**config.mk**
```make
export PLATFORM = sky130hd
export DESIGN_NAME = serial_subtractor
export DESIGN_NICKNAME = d
export VERILOG_FILES = /design/src/rtl/serial_subtractor_pkg.sv /design/src/rtl/serial_subtractor_fulladder.sv /design/src/rtl/serial_subtractor.sv
export SDC_FILE = /design/constraint.sdc
export NUM_CORES = 1
export LEC_CHECK = 0
export CAP_MARGIN = 40
export CORE_MARGIN = 2
export CORE_UTILIZATION = 45
export CTS_CLUSTER_DIAMETER = 30
export DETAILED_ROUTE_END_ITERATION = 7
export HOLD_SLACK_MARGIN = 0.1
export PLACE_DENSITY = 0.82
export SLEW_MARGIN = 20
export SYNTH_ARGS = -nofsm -noshare
export SYNTH_HDL_FRONTEND = slang
export SYNTH_SLANG_ARGS = --single-unit
export TNS_END_PERCENT = 50
```
**constraint.sdc**
```tcl
create_clock -name clk -period 2.6 [get_ports clk]
set_input_delay 0.52 -clock clk [delete_from_list [all_inputs] [get_ports clk]]
set_output_delay 0.52 -clock clk [all_outputs]
set_load 0.005 [all_outputs]
```
**src/rtl/serial_subtractor_pkg.sv**
```systemverilog
// serial_subtractor_pkg: state encoding shared by the serial subtractor blocks
package serial_subtractor_pkg;
  typedef enum logic [1:0] {IDLE, RUN, DONE} state_t;
endpackage

```
**src/rtl/serial_subtractor_fulladder.sv**
```systemverilog
// serial_subtractor_fulladder: single-bit full adder cell
module serial_subtractor_fulladder (
  input  logic i_a,
  input  logic i_b,
  input  logic i_cin,
  output logic o_s,
  output logic o_cout
);
  assign o_s    = i_a ^ i_b ^ i_cin;
  assign o_cout = (i_a & i_b) | (i_cin & (i_a ^ i_b));
endmodule

```
**src/rtl/serial_subtractor.sv**
```systemverilog
// serial_subtractor: bit-serial a - b as a + ~b + 1, LSB first, with start/done handshake
module serial_subtractor
  import serial_subtractor_pkg::*;
#(
  parameter int WIDTH = 4
) (
  input  logic             clk,
  input  logic             rst,
  input  logic             start,
  input  logic [WIDTH-1:0] a,
  input  logic [WIDTH-1:0] b,
  output logic             ready,
  output logic             busy,
  output logic             done,
  output logic [WIDTH:0]   d
);
  localparam int CW = $clog2(WIDTH);
  state_t           r_state, w_next;
  logic [WIDTH-1:0] r_sa, r_sb;
  logic [WIDTH-2:0] r_res;
  logic             r_carry;
  logic [CW-1:0]    r_cnt;
  logic [WIDTH:0]   r_d;
  logic             w_sum, w_cout, w_last;
  assign w_last = r_cnt == CW'(WIDTH - 1);
  assign d      = r_d;
  serial_subtractor_fulladder u_fa (
    .i_a    (r_sa[0]),
    .i_b    (r_sb[0]),
    .i_cin  (r_carry),
    .o_s    (w_sum),
    .o_cout (w_cout)
  );
  // state register
  always_ff @(posedge clk or posedge rst)
    if (rst) r_state <= IDLE;
    else     r_state <= w_next;
  // next state: accept in IDLE, WIDTH cycles of RUN, one DONE cycle
  always_comb begin
    w_next = (r_state == IDLE) ? (start ? RUN : IDLE) :
             (r_state == RUN)  ? (w_last ? DONE : RUN) : IDLE;
  end
  // handshake outputs decoded from state
  always_comb begin
    ready = r_state == IDLE;
    busy  = r_state == RUN;
    done  = r_state == DONE;
  end
  // datapath: the final sum bit and borrow go straight into d, so the result
  // shift register only needs to hold the lower WIDTH-1 bits
  always_ff @(posedge clk or posedge rst)
    if (rst) begin
      r_sa    <= '0;
      r_sb    <= '0;
      r_res   <= '0;
      r_carry <= 1'b0;
      r_cnt   <= '0;
      r_d     <= '0;
    end else if (r_state == IDLE && start) begin
      r_sa    <= a;
      r_sb    <= ~b;
      r_carry <= 1'b1;
      r_cnt   <= '0;
    end else if (r_state == RUN) begin
      r_sa    <= r_sa >> 1;
      r_sb    <= r_sb >> 1;
      r_res   <= (WIDTH-1)'({w_sum, r_res} >> 1);
      r_carry <= w_cout;
      r_cnt   <= r_cnt + 1'b1;
      if (w_last) r_d <= {~w_cout, w_sum, r_res};
    end
endmodule

```
==> reports/results.ini <==
[run_status]
status=completed

[timing]
tightestPinTransition_ns=0.531
final-setup-viol-count=0
timing.final.crit_share_pct=87.9
period_needed_ns=2.29
slew_viol_final=0
rsz0062_at_grt=no
max_freq_ghz=0.437
hold_violations=0
worst_slew_margin_rel_pct=64.6
fin_setup_tns_ns=0
holdWs_ns=0.437
clock_skew_ns=0.00816

[clocking]
cts_sinks=21
h-tree-depth=1
cts_tree=done
cts_hold_buffers=0
clk_pin_slew_ns=0.11
cts_buffers=3
root_buffer=clkbuf_4
clockBufferDepth=2
clock_latency_ns=0.30
cts_setup_buffers=0
postCtsResizedCells=0

[pwr]
leakage_uw=0.000551
irDropWorstVdd_uv=593
powerDensity_nw_per_um2=1090

[die]
die_area_sq_um=2610
core_sq_um=2150
die_y_microns=51.1
start_util_pct=46.4
num_rows=17
io_pins=19
dieWidth_microns=51.1

[detailed_routing]
avgViaCountPerCell=5.08
antenna_left=0
routed-via-count=655
drc=0
first_pass_iters=5
dr.first_iter.drc_count=21
wirelength_microns=1760
wl_per_cell_microns=13.7

[cells_and_area]
post-route-util_pct=56.8
final_nets=115
multiInputGateArea_sq_um=383
diodes=0
areaGrowthSynthToFinish_pct=22.5
seq_area_sq_um=526
layout_commonest_cell=dfrtp_1
layout_common_cells=dfrtp_1, clkdlybuf4s50_1, inv_1
layout-drive-gt1-share_pct=15.8
fill_cells=182

[grt]
grt_remaining_overflow=0
antenna_found_initial=0
track_usage_pct=15.6
grt_pass1_vias=613
grt_pass1_wl_microns=2950
grt_max_degree=22

[setup_path]
worstRegToRegCells=2
path_max_fanout=18
worst-r2r-setup-slack_ns=1.12
r2r-end=d[4]
worstPathArrival_ns=1.77
crit_path_end_kind=output pin
crit_type=register to output pin
r2r_start=r_state[1]
critPathLaunchType=register
worstPathRequired_ns=2.08

[synthesis]
synth_area_sq_um=997
synth-seq-cells=21
synth_nets=95
netlist_instances=82
synth_top_area_share_pct=52.7
synth_warnings=0
ys_types=30
yosysTopAreaCell=dfrtp_1
ys_top_cells_by_area=dfrtp_1, mux2_2, inv_1
yosysSeqAreaShare_pct=52.7
synth_area_per_cell_sq_um=12.2

[placed_design]
portBuffers=18
dp_hpwl_microns=1240
gp_congestion=0.726

[hold_path]
hold_path.class=input pin to async pin

[flow_run]
drv_cap=0

worst max-delay path by stage:
stage / startpoint / end / slack [ns] / cells after the start
floorplan: r_state[1] / done / 1.30 / 2
detailed placement: r_state[1] / busy / 0.68 / 2
CTS: r_state[1] / busy / 0.33 / 2
global placement: r_state[1] / busy / 0.69 / 2
finish: r_state[1] / busy / 0.31 / 2
global route: r_state[1] / busy / 0.21 / 2
state kept, by name (all words and copies together), names as in the netlist:
register / count
d: 5
r_carry: 1
r_cnt: 2
r_res: 3
r_sa: 4
r_sb: 4
r_state: 2
report_power, final:
part	internal (uW)	total (uW)	switching, uW
Sequential	479	567	88.1
Combinational	352	616	264
Clock	59.8	153	93.6
critical path, stage by stage (launching register included):
cell,delay [ns]
dfrtp_1,0.59
nor2b_4,0.33
clkdlybuf4s50_1,0.55
cell usage after synthesis:
master	instances
nor2_1	4
o21bai_2	1
buf_6	2
buf_4	1
fa_1	1
and2_1	1
nand2_1	2
or4b_1	1
mux2i_1	2
nor2b_4	1
o311ai_0	2
and4bb_2	1
inv_1	13
a22oi_1	1
nor2b_1	2
a22o_1	1
mux2_2	7
ha_1	1
a221oi_1	3
nand3b_2	1
a21oi_1	1
nand2b_1	2
buf_2	2
nor4bb_1	1
nor3b_1	1
a222oi_1	2
nor4b_1	2
nand4bb_1	1
dfrtp_1	21
a211oi_1	1
through the flow:
step,power (uW),instance area [sq um],worst slack [ns],std cells
after CTS,1340,1210,0.326,128
final,1340,1220,0.314,129
after floorplan,1000,997,1.30,82
after detailed placement,1190,1180,0.682,124
after global placement,1160,1180,0.692,124
after global routing,1450,1220,0.208,129
metal layers:
metal	global-route usage (%)	wire length (microns)
met2	23.6	904
met5	0	0
met1	21.3	816
met3	2.63	21
met4	8.11	19
cell type report:
type	count	area share [%]
Clock buffer	4	2.15
Inverter	13	4.00
Multi-Input combinational cell	43	31.4
Sequential cell	21	43.0
Tap cell	28	2.87
Timing Repair Buffer	20	16.6
cells by family after synthesis:
group | share of synthesized area, %
AO/OA/AOI/OAI | 10.4
adder cells (fa/ha/maj) | 3.26
buffers and inverters | 8.91
flip-flops | 52.7
multiplexers | 9.91
AND/OR/NAND/NOR | 14.8
No activity file was read; power rests on OpenSTA's default activity.
